`src/rtl/clock_div_monitor_if.sv`:
```
// Bundles the divided-clock input, the monitor enable and all measurement and
// status outputs of clock_div_monitor. The monitor connects through the slave
// modport; whatever drives div_in/enable and consumes status uses master.
interface clock_div_monitor_if #(
    parameter int CW = 8
);
    logic          enable;
    logic          div_in;
    logic          meas_valid;
    logic [CW-1:0] period_meas;
    logic [CW-1:0] high_meas;
    logic          period_err;
    logic          duty_err;
    logic          locked;
    logic [7:0]    err_count;

    // Stimulus / consumer side.
    modport master (
        output enable,
        output div_in,
        input  meas_valid,
        input  period_meas,
        input  high_meas,
        input  period_err,
        input  duty_err,
        input  locked,
        input  err_count
    );

    // Monitor side.
    modport slave (
        input  enable,
        input  div_in,
        output meas_valid,
        output period_meas,
        output high_meas,
        output period_err,
        output duty_err,
        output locked,
        output err_count
    );
endinterface

```
`src/rtl/clock_div_monitor.sv`:
```
// Measures the period and high phase of a divided clock in clk_in cycles and
// flags period errors, duty errors and a stuck input. After LOCK_CNT
// consecutive good periods, locked is raised. Every output is registered.
// div_in is generated from clk_in, so a plain two-flop sampler is enough to
// find edges. No synchronizer is needed.
module clock_div_monitor #(
    parameter int DIV      = 5,
    parameter int CW       = 8,
    parameter int LOCK_CNT = 4
) (
    input  logic                clk_in,
    input  logic                rst,
    clock_div_monitor_if.slave  mon
);

    // Reject parameter sets where the counters could wrap before the stuck
    // limit is reached.
    generate
        if (DIV < 2) begin : g_div_too_small
            $error("clock_div_monitor: DIV must be at least 2");
        end
        if (4 * DIV >= (1 << CW)) begin : g_cw_too_narrow
            $error("clock_div_monitor: 4*DIV must fit in CW bits");
        end
        if (LOCK_CNT < 1) begin : g_lock_cnt_too_small
            $error("clock_div_monitor: LOCK_CNT must be at least 1");
        end
    endgenerate

    localparam int SW = $clog2(LOCK_CNT + 1);

    localparam logic [CW-1:0] DIV_C     = CW'(DIV);
    localparam logic [CW-1:0] HALF_LO_C = CW'(DIV / 2);
    localparam logic [CW-1:0] HALF_HI_C = CW'((DIV + 1) / 2);
    localparam logic [CW-1:0] STUCK_C   = CW'(4 * DIV);
    localparam logic [CW-1:0] ONE_C     = CW'(1);
    localparam logic [SW-1:0] LOCK_C    = SW'(LOCK_CNT);
    localparam logic [SW-1:0] STREAK1_C = SW'(1);

    typedef enum logic [1:0] {
        S_IDLE      = 2'd0,
        S_WAIT_RISE = 2'd1,
        S_RUN       = 2'd2
    } state_t;

    // Input sampler
    logic div_q;
    logic div_qq;
    logic rise;

    // FSM and measurement counters
    state_t        state_q,  state_d;
    logic [CW-1:0] hi_cnt_q, hi_cnt_d;
    logic [CW-1:0] lo_cnt_q, lo_cnt_d;
    logic [SW-1:0] streak_q, streak_d;

    // Registered outputs
    logic          meas_valid_q,  meas_valid_d;
    logic [CW-1:0] period_meas_q, period_meas_d;
    logic [CW-1:0] high_meas_q,   high_meas_d;
    logic          period_err_q,  period_err_d;
    logic          duty_err_q,    duty_err_d;
    logic          locked_q,      locked_d;
    logic [7:0]    err_count_q,   err_count_d;

    // Helpers for the current period
    logic [CW-1:0] sum_cnt;
    logic          period_bad;
    logic          duty_bad;
    logic [7:0]    err_count_inc;

    assign rise          = div_q & ~div_qq;
    assign sum_cnt       = hi_cnt_q + lo_cnt_q;
    assign period_bad    = (sum_cnt != DIV_C);
    assign duty_bad      = (hi_cnt_q != HALF_LO_C) && (hi_cnt_q != HALF_HI_C);
    assign err_count_inc = (err_count_q == 8'hFF) ? err_count_q : err_count_q + 8'd1;

    // Two-flop sampling of the divided clock for edge detection.
    always_ff @(posedge clk_in or posedge rst) begin
        if (rst) begin
            div_q  <= 1'b0;
            div_qq <= 1'b0;
        end else begin
            div_q  <= mon.div_in;
            div_qq <= div_q;
        end
    end

    // FSM state and measurement counters.
    always_ff @(posedge clk_in or posedge rst) begin
        if (rst) begin
            state_q  <= S_IDLE;
            hi_cnt_q <= '0;
            lo_cnt_q <= '0;
            streak_q <= '0;
        end else begin
            state_q  <= state_d;
            hi_cnt_q <= hi_cnt_d;
            lo_cnt_q <= lo_cnt_d;
            streak_q <= streak_d;
        end
    end

    // Registered measurement and status outputs.
    always_ff @(posedge clk_in or posedge rst) begin
        if (rst) begin
            meas_valid_q  <= 1'b0;
            period_meas_q <= '0;
            high_meas_q   <= '0;
            period_err_q  <= 1'b0;
            duty_err_q    <= 1'b0;
            locked_q      <= 1'b0;
            err_count_q   <= '0;
        end else begin
            meas_valid_q  <= meas_valid_d;
            period_meas_q <= period_meas_d;
            high_meas_q   <= high_meas_d;
            period_err_q  <= period_err_d;
            duty_err_q    <= duty_err_d;
            locked_q      <= locked_d;
            err_count_q   <= err_count_d;
        end
    end

    // Next state: edge tracking, period completion, checks, stuck detection.
    always_comb begin
        state_d       = state_q;
        hi_cnt_d      = hi_cnt_q;
        lo_cnt_d      = lo_cnt_q;
        streak_d      = streak_q;
        meas_valid_d  = 1'b0;
        period_meas_d = period_meas_q;
        high_meas_d   = high_meas_q;
        period_err_d  = 1'b0;
        duty_err_d    = 1'b0;
        err_count_d   = err_count_q;

        if (!mon.enable) begin
            // Disable beats everything, including a simultaneous rise. The
            // partial period is dropped and the held measurements stay.
            state_d  = S_IDLE;
            hi_cnt_d = '0;
            lo_cnt_d = '0;
            streak_d = '0;
        end else begin
            case (state_q)
                S_IDLE: begin
                    hi_cnt_d = '0;
                    lo_cnt_d = '0;
                    streak_d = '0;
                    state_d  = S_WAIT_RISE;
                end

                S_WAIT_RISE: begin
                    // The first edge only anchors the count. Nothing has
                    // been measured yet.
                    if (rise) begin
                        hi_cnt_d = ONE_C;
                        lo_cnt_d = '0;
                        state_d  = S_RUN;
                    end
                end

                S_RUN: begin
                    if (rise) begin
                        meas_valid_d  = 1'b1;
                        period_meas_d = sum_cnt;
                        high_meas_d   = hi_cnt_q;
                        period_err_d  = period_bad;
                        duty_err_d    = duty_bad;
                        if (period_bad || duty_bad) begin
                            // Both flags together count as one event.
                            err_count_d = err_count_inc;
                            streak_d    = '0;
                        end else if (streak_q != LOCK_C) begin
                            streak_d = streak_q + STREAK1_C;
                        end
                        // The rising sample opens the next period's high phase.
                        hi_cnt_d = ONE_C;
                        lo_cnt_d = '0;
                    end else if (sum_cnt >= STUCK_C) begin
                        // No edge within 4*DIV samples: report the limit as
                        // the period and wait for the input to come back.
                        period_err_d  = 1'b1;
                        period_meas_d = STUCK_C;
                        err_count_d   = err_count_inc;
                        streak_d      = '0;
                        hi_cnt_d      = '0;
                        lo_cnt_d      = '0;
                        state_d       = S_WAIT_RISE;
                    end else if (div_q) begin
                        hi_cnt_d = hi_cnt_q + ONE_C;
                    end else begin
                        lo_cnt_d = lo_cnt_q + ONE_C;
                    end
                end

                default: begin
                    state_d  = S_IDLE;
                    hi_cnt_d = '0;
                    lo_cnt_d = '0;
                    streak_d = '0;
                end
            endcase
        end

        // locked follows the streak on the same edge, so it rises with the
        // LOCK_CNT-th good measurement and drops with the first error.
        locked_d = (streak_d == LOCK_C);
    end

    assign mon.meas_valid  = meas_valid_q;
    assign mon.period_meas = period_meas_q;
    assign mon.high_meas   = high_meas_q;
    assign mon.period_err  = period_err_q;
    assign mon.duty_err    = duty_err_q;
    assign mon.locked      = locked_q;
    assign mon.err_count   = err_count_q;

endmodule

```
`src/flat_wrapper.sv`:
```
// flat-port wrapper written by rule: the top's interface ports become plain ports
module clock_div_monitor_flat 
#(
    parameter int DIV      = 5,
    parameter int CW       = 8,
    parameter int LOCK_CNT = 4
)
  (clk_in, rst, mon_enable, mon_div_in, mon_meas_valid, mon_period_meas, mon_high_meas, mon_period_err, mon_duty_err, mon_locked, mon_err_count);
  clock_div_monitor_if #(.CW(CW)) mon_i ();
  input  logic clk_in;
  input  logic rst;
  input wire logic [$bits(mon_i.enable)-1:0] mon_enable;
  input wire logic [$bits(mon_i.div_in)-1:0] mon_div_in;
  output wire logic [$bits(mon_i.meas_valid)-1:0] mon_meas_valid;
  output wire logic [$bits(mon_i.period_meas)-1:0] mon_period_meas;
  output wire logic [$bits(mon_i.high_meas)-1:0] mon_high_meas;
  output wire logic [$bits(mon_i.period_err)-1:0] mon_period_err;
  output wire logic [$bits(mon_i.duty_err)-1:0] mon_duty_err;
  output wire logic [$bits(mon_i.locked)-1:0] mon_locked;
  output wire logic [$bits(mon_i.err_count)-1:0] mon_err_count;
  assign mon_i.enable = mon_enable;
  assign mon_i.div_in = mon_div_in;
  assign mon_meas_valid = mon_i.meas_valid;
  assign mon_period_meas = mon_i.period_meas;
  assign mon_high_meas = mon_i.high_meas;
  assign mon_period_err = mon_i.period_err;
  assign mon_duty_err = mon_i.duty_err;
  assign mon_locked = mon_i.locked;
  assign mon_err_count = mon_i.err_count;
  clock_div_monitor #(.DIV(DIV), .CW(CW), .LOCK_CNT(LOCK_CNT)) u_core (.clk_in(clk_in), .rst(rst), .mon(mon_i));
endmodule
```
`config.mk`:
```
export PLATFORM = sky130hd
export DESIGN_NAME = clock_div_monitor_flat
export DESIGN_NICKNAME = d
export VERILOG_FILES = /design/src/rtl/clock_div_monitor_if.sv /design/src/rtl/clock_div_monitor.sv /design/src/flat_wrapper.sv
export SDC_FILE = /design/constraint.sdc
export NUM_CORES = 1
export LEC_CHECK = 0
export ABC_CLOCK_PERIOD_IN_PS = 8200
export CAP_MARGIN = 20
export CORE_MARGIN = 2
export CORE_UTILIZATION = 25
export DETAILED_ROUTE_END_ITERATION = 8
export GPL_ROUTABILITY_DRIVEN = 0
export PLACE_DENSITY = 0.5
export SLEW_MARGIN = 20
export SYNTH_ARGS = -nofsm -noshare
export SYNTH_HDL_FRONTEND = slang
export SYNTH_SLANG_ARGS = --single-unit
```
`constraint.sdc`:
```
create_clock -name clk_in -period 8.2 [get_ports clk_in]
set_input_delay 1.23 -clock clk_in [delete_from_list [all_inputs] [get_ports clk_in]]
set_output_delay 1.23 -clock clk_in [all_outputs]
set_load 0.03 [all_outputs]
```
==> results of run 1 <==
[power breakdown]
| group | switching [mW] | internal, mW | total [mW] |
|---|---|---|---|
| combinational | 0.0457 | 0.0275 | 0.0733 |
| clock | 0.0899 | 0.119 | 0.209 |
| sequential | 0.00917 | 0.261 | 0.271 |
| total | 0.145 | 0.408 | 0.553 |
[worst min-delay path by stage]
| stage | from | to | cells after the start |
|---|---|---|---|
| after detailed placement | u_core.mon.high_meas[2] | u_core.mon.high_meas[2] | 2 |
| after global routing | u_core.mon.high_meas[3] | u_core.mon.high_meas[3] | 2 |
| after global placement | u_core.mon.high_meas[3] | u_core.mon.high_meas[3] | 2 |
| after floorplan | u_core.div_q | u_core.div_qq | 0 |
| final | u_core.mon.high_meas[2] | u_core.mon.high_meas[2] | 2 |
| after CTS | u_core.mon.high_meas[2] | u_core.mon.high_meas[2] | 2 |
[synth_stat cells (all sizes together), types with 6 or more instances]
library cell / number
dfrtp: 51
nand2: 44
nor2: 23
ha: 17
inv: 17
o21ai: 15
nor3: 13
xor2: 12
nand3: 9
nand4: 9
a21oi: 6
and3: 6
nor4: 6
xnor2: 6
[per-stage QoR]
stage / power (mW) / std cells
after floorplan: 0.321 / 302
after global placement: 0.348 / 473
final: 0.553 / 480
after detailed placement: 0.349 / 473
after CTS: 0.563 / 480
after global routing: 0.582 / 480
[flip-flops by register name, indices dropped and copies added (netlist names)]
| name | flops |
|---|---|
| u_core.mon.err_count | 8 |
| u_core.div_qq | 1 |
| u_core.div_q | 1 |
| u_core.mon.locked | 1 |
| u_core.mon.period_meas | 8 |
| u_core.lo_cnt_q | 8 |
| u_core.state_q | 2 |
| u_core.mon.high_meas | 8 |
| u_core.streak_q | 3 |
| u_core.mon.period_err | 1 |
| u_core.mon.duty_err | 1 |
| u_core.hi_cnt_q | 8 |
| u_core.mon.meas_valid | 1 |
[area by class of cell]
class	count	area (um2)
clock buffers	6	139
clock inverters	1	5.00
fillers	1170	7820
inverters	17	63.8
multi-input cells	230	1530
flip-flops and latches	51	1280
well taps	143	179
repair buffers	32	318
[worst reg2reg max path, stage by stage, from the launching register on]
cell and delay (ns):
dfrtp_1 0.50, ha_1 0.36, or2_2 0.32, a41o_1 0.30
xnor2_1 0.44, nand4_1 0.37, nor3_2 0.44, or3b_4 0.23
mux2_4 0.29
[metal layers]
layer  track usage, %  wire length, um
met5                0                0
met4             4.03               95
met1             16.2             3370
met3             2.40              261
met2             18.5             3270
[kinds of logic (layout without fill, tap and decap cells)]
family                     after synthesis  in the layout  synth area share [%]
and+or+nand+nor                        129            129                  22.0
AOI/OAI and AO/OA                       61             61                  15.7
DFF                                     51             51                  44.3
buffers and inverters                   21             56                  2.74
adders and majority gates               18             18                  8.08
xor gates and xnor gates                18             18                  5.47
muxes                                    4              4                  1.65
==> impl_metrics.env, run 1 <==
export IMPL_setup_tns_ns=0
export IMPL_dp_hpwl_um=5130
export IMPL_grt_pass1_vias=2224
export IMPL_reg2reg_slack_ns=4.84
export IMPL_fin_hold_ws_ns=0.472
export IMPL_cts_sink_count=51
export IMPL_synth_top_area_share_pct=44.3
export IMPL_ys_warn_count=0
export IMPL_layout_common_cells="dfrtp_1 (51), nand2_1 (44), clkdlybuf4s50_1 (31)"
export IMPL_num_rows=39
export IMPL_finClkSkew_ns=0.00665
export IMPL_synth_top_area_cell="dfrtp_1"
export IMPL_mostFrequentLayoutCell="dfrtp_1"
export IMPL_powerDensity_nw_per_um2=158
export IMPL_rr_endpoint="u_core.mon.err_count[1]"
export IMPL_yosys_top_cells_area="dfrtp_1 (44%), ha_1 (7.4%), nand2_1 (5.7%)"
export IMPL_coreArea_um2=11300
export IMPL_htree_levels=2
export IMPL_synth_edf_count=0
export IMPL_worst_path_largest_cell_delay_ns=0.50
export IMPL_crit_path_end="u_core.mon.err_count[1]"
export IMPL_postCtsSetupRepairBufs=0
export IMPL_critical_path_startpoint="u_core.hi_cnt_q[2]"
export IMPL_final_setup_worst_slack_ns=4.84
export IMPL_drive_gt1_share_pct=6.53
export IMPL_slew_headroom_pct=55.9
export IMPL_syn_inst=302
export IMPL_fin_util_pct=31.0
export IMPL_grt_pass1_wl_um=11700
export IMPL_slew_violations=0
export IMPL_drv_cap=0
export IMPL_ys_flop_type="dfrtp_1"
export IMPL_numPortBuffers=31
export IMPL_drtPass1Iterations=4
export IMPL_clk_latency_ns=0.29
export IMPL_tightest_slew_ns=0.662
export IMPL_hold_viol_final=0
export IMPL_cts_tree="done"
export IMPL_finalSetupViolations=0
export IMPL_synth_area_um2=2880
export IMPL_antenna_left=0
export IMPL_cts_made_buffers=5
export IMPL_clockRootBuffer="clkbuf_16"
export IMPL_setup_worst_path_end_class="flip-flop"
export IMPL_r2r_start="u_core.hi_cnt_q[2]"
export IMPL_pre_cts_ws_ns=4.78
export IMPL_syn_avg_cell_area_um2=9.54
export IMPL_syn_nets=324
export IMPL_crit_type="reg2reg"
export IMPL_cp_depth=8
export IMPL_irDropWorstVdd_mv=0.0776
export IMPL_async_reset_ff_share_pct=100
export IMPL_drc_errors=0
export IMPL_antenna_found_initial=0
export IMPL_cp_num_buf_inv=0
export IMPL_placed_area_um2=3360
export IMPL_rsz0062_at_grt="false"
export IMPL_finalWirelength_um=7000
export IMPL_cts_buffer_depth=2
export IMPL_initialDrtViolationCount=144
export IMPL_layout_area_overhead_vs_synth_pct=21.7
export IMPL_synth_cell_types=56
export IMPL_num_io_pins=32
export IMPL_post_cts_resize_count=0
export IMPL_clk_pin_slew_ns=0.06
export IMPL_track_usage_pct=11.8
export IMPL_min_period_ns=3.36
export IMPL_crit_family="simple AND/OR/NAND/NOR gates"
export IMPL_reg2reg_depth=8
export IMPL_diodes=0
export IMPL_start_util_pct=25.4
export IMPL_crit_path_start_kind="flip-flop"
export IMPL_gr_total_overflow=0
export IMPL_die_h_um=111
export IMPL_dieArea_um2=12400
export IMPL_fin_crit_sh_pct=41.0
export IMPL_fin_area_um2=3510
export IMPL_die_w_um=111
export IMPL_arrival_ns=3.54
export IMPL_grt_max_degree=52
export IMPL_ys_seq_area_share_pct=44.3
export IMPL_p_leak_nw=1.64
export IMPL_status="complete, no violations"
export IMPL_critical_path_cell_chain="ha_1, or2_2, a41o_1, xnor2_1, nand4_1, nor3_2, or3b_4, mux2_4"
export IMPL_cp_data_required_time_ns=8.38
export IMPL_via_per_inst=4.85
export IMPL_wire_per_inst_um=14.6
export IMPL_dr_total_vias=2330
export IMPL_slowest_stage="dfrtp_1"
export IMPL_fmax_mhz=298
export IMPL_synth_seq_cells=51
export IMPL_fin_nets=359
export IMPL_crit_path_max_fanout=7
export IMPL_min_path_type="reg2reg"
export IMPL_cts_hold_fix_buffers=0
(Power assumes the default switching activity.)
==> run 2: changes to the inputs <==
--- a/config.mk
+++ b/config.mk
@@ -5,7 +5,7 @@
 export SDC_FILE = /design/constraint.sdc
 export NUM_CORES = 1
 export LEC_CHECK = 0
-export ABC_CLOCK_PERIOD_IN_PS = 8200
+export ABC_CLOCK_PERIOD_IN_PS = 3090
 export CAP_MARGIN = 20
 export CORE_MARGIN = 2
 export CORE_UTILIZATION = 25
==> constraint.sdc (replaced) <==
create_clock -name clk_in -period 3.09 [get_ports clk_in]
set_input_delay 0.4635 -clock clk_in [delete_from_list [all_inputs] [get_ports clk_in]]
set_output_delay 0.4635 -clock clk_in [all_outputs]
set_load 0.03 [all_outputs]
==> impl_metrics.env, run 2 (synthesized netlist as in run 1, its figures left out) <==
export IMPL_grt_max_degree=52
export IMPL_initialDrtViolationCount=117
export IMPL_fin_util_pct=33.1
export IMPL_crit_path_max_fanout=8
export IMPL_drv_cap=0
export IMPL_irDropWorstVdd_mv=0.272
export IMPL_htree_levels=2
export IMPL_dp_cells=499
export IMPL_powerDensity_nw_per_um2=411
export IMPL_wire_per_inst_um=14.6
export IMPL_hold_viol_final=0
export IMPL_cts_sink_count=51
export IMPL_setup_worst_path_end_class="flip-flop"
export IMPL_crit_path_start_kind="flip-flop"
export IMPL_worst_path_largest_cell_delay_ns=0.41
export IMPL_diodes=0
export IMPL_clk_latency_ns=0.29
export IMPL_cts_hold_fix_buffers=0
export IMPL_grt_pass1_vias=2368
export IMPL_slew_headroom_pct=56.2
export IMPL_finalSetupViolations=0
export IMPL_arrival_ns=3.14
export IMPL_finalWirelength_um=7390
export IMPL_dr_total_vias=2476
export IMPL_fmax_mhz=337
export IMPL_start_util_pct=25.4
export IMPL_die_w_um=111
export IMPL_p_leak_nw=1.78
export IMPL_dieArea_um2=12400
export IMPL_total_power_mw=1.54
export IMPL_nFillCells=1188
export IMPL_drtPass1Iterations=4
export IMPL_cp_data_required_time_ns=3.26
export IMPL_track_usage_pct=11.9
export IMPL_min_path_type="reg2reg"
export IMPL_pre_cts_ws_ns=0.0741
export IMPL_fin_nets=385
export IMPL_antenna_found_initial=0
export IMPL_gr_total_overflow=0
export IMPL_cts_buffer_depth=2
export IMPL_drc_errors=0
export IMPL_clk_pin_slew_ns=0.06
export IMPL_num_rows=39
export IMPL_status="complete, no violations"
export IMPL_min_period_ns=2.97
export IMPL_slew_violations=0
export IMPL_dp_hpwl_um=5580
export IMPL_final_setup_worst_slack_ns=0.121
export IMPL_fin_crit_sh_pct=96.1
export IMPL_die_h_um=111
export IMPL_tightest_slew_ns=0.657
export IMPL_mostFrequentLayoutCell="dfrtp_1"
export IMPL_cp_num_buf_inv=1
export IMPL_crit_type="reg2reg"
export IMPL_rsz0062_at_grt="false"
export IMPL_clockRootBuffer="clkbuf_16"
export IMPL_num_io_pins=32
export IMPL_finClkSkew_ns=0.00738
export IMPL_drive_gt1_share_pct=14.6
export IMPL_antenna_left=0
export IMPL_final_cells=506
export IMPL_coreArea_um2=11300
export IMPL_via_per_inst=4.89
export IMPL_numPortBuffers=31
export IMPL_setup_tns_ns=0
export IMPL_cts_made_buffers=5
export IMPL_layout_area_overhead_vs_synth_pct=30.1
export IMPL_layout_common_cells="dfrtp_1 (50), nand2_1 (44), clkdlybuf4s50_1 (31)"
export IMPL_cts_tree="done"
export IMPL_slowest_stage="dfrtp_2"
export IMPL_crit_family="compound AO/OA/AOI/OAI gates"
export IMPL_critical_path_cell_chain="ha_1, inv_1, fa_1, nor2b_2, o22a_1, xnor2_1, o211a_2, a31o_4, or3b_4, mux2_4"
export IMPL_grt_pass1_wl_um=12100
run 2: stage by stage:
stage / instance area, um2 / hold slack [ns]
finish: 3750 / 0.474
global route: 3750 / 0.513
CTS: 3720 / 0.481
detailed placement: 3560 / 0.465
global placement: 3560 / 0.461
floorplan: 2880 / 0.488
run 2: metal layers:
layer / routed length (um) / share of wire (%) / up-vias / global-route usage [%]
met5: 0 / 0 / - / 0
met4: 96 / 1.3 / 0 / 3.05
met2: 3390 / 46 / 64 / 19.1
met3: 374 / 5.1 / 10 / 2.18
met1: 3530 / 48 / 1197 / 16.8
li1: - / - / 1205 / -
run 2: tightest hold or removal path, cell delays in order (launching register included):
cell,delay [ns]
dfrtp_1,0.34
nand2_1,0.05
nand2_1,0.05
run 2: path summary, 6_finish.rpt:
check	slack, ns	cells after the start	startpoint	end
worst max-delay path	0.12	10	u_core.hi_cnt_q[0]	u_core.mon.err_count[1]
worst min-delay path	0.47	2	u_core.mon.high_meas[5]	u_core.mon.high_meas[5]
worst max register to register	0.12	10	u_core.hi_cnt_q[0]	u_core.mon.err_count[1]
worst min register to register	0.47	2	u_core.mon.high_meas[5]	u_core.mon.high_meas[5]
max in group asynchronous	1.94	3	rst	u_core.hi_cnt_q[0]
min in group asynchronous	0.68	3	rst	u_core.hi_cnt_q[3]
run 2: area by class of cell:
cell class / count / area (um2) / share of cell area [%]
inverters: 17 / 63.8 / 1.70
multi-input cells: 230 / 1550 / 41.5
well taps: 143 / 179 / 4.78
clock inverters: 1 / 30.0 / 0.802
clock buffers: 6 / 129 / 3.44
flip-flops and latches: 51 / 1280 / 34.1
repair buffers: 58 / 513 / 13.7
run 2: what timing repair did:
action / CTS / global route
gates resized for setup: 0 / 8
setup endpoints to repair: 0 / 13
setup buffers: 0 / 0
run 2: report_power, final:
part | total [mW] | switching (mW) | internal, mW
combinational | 0.210 | 0.126 | 0.0841
clock | 0.613 | 0.234 | 0.378
sequential | 0.718 | 0.0245 | 0.694
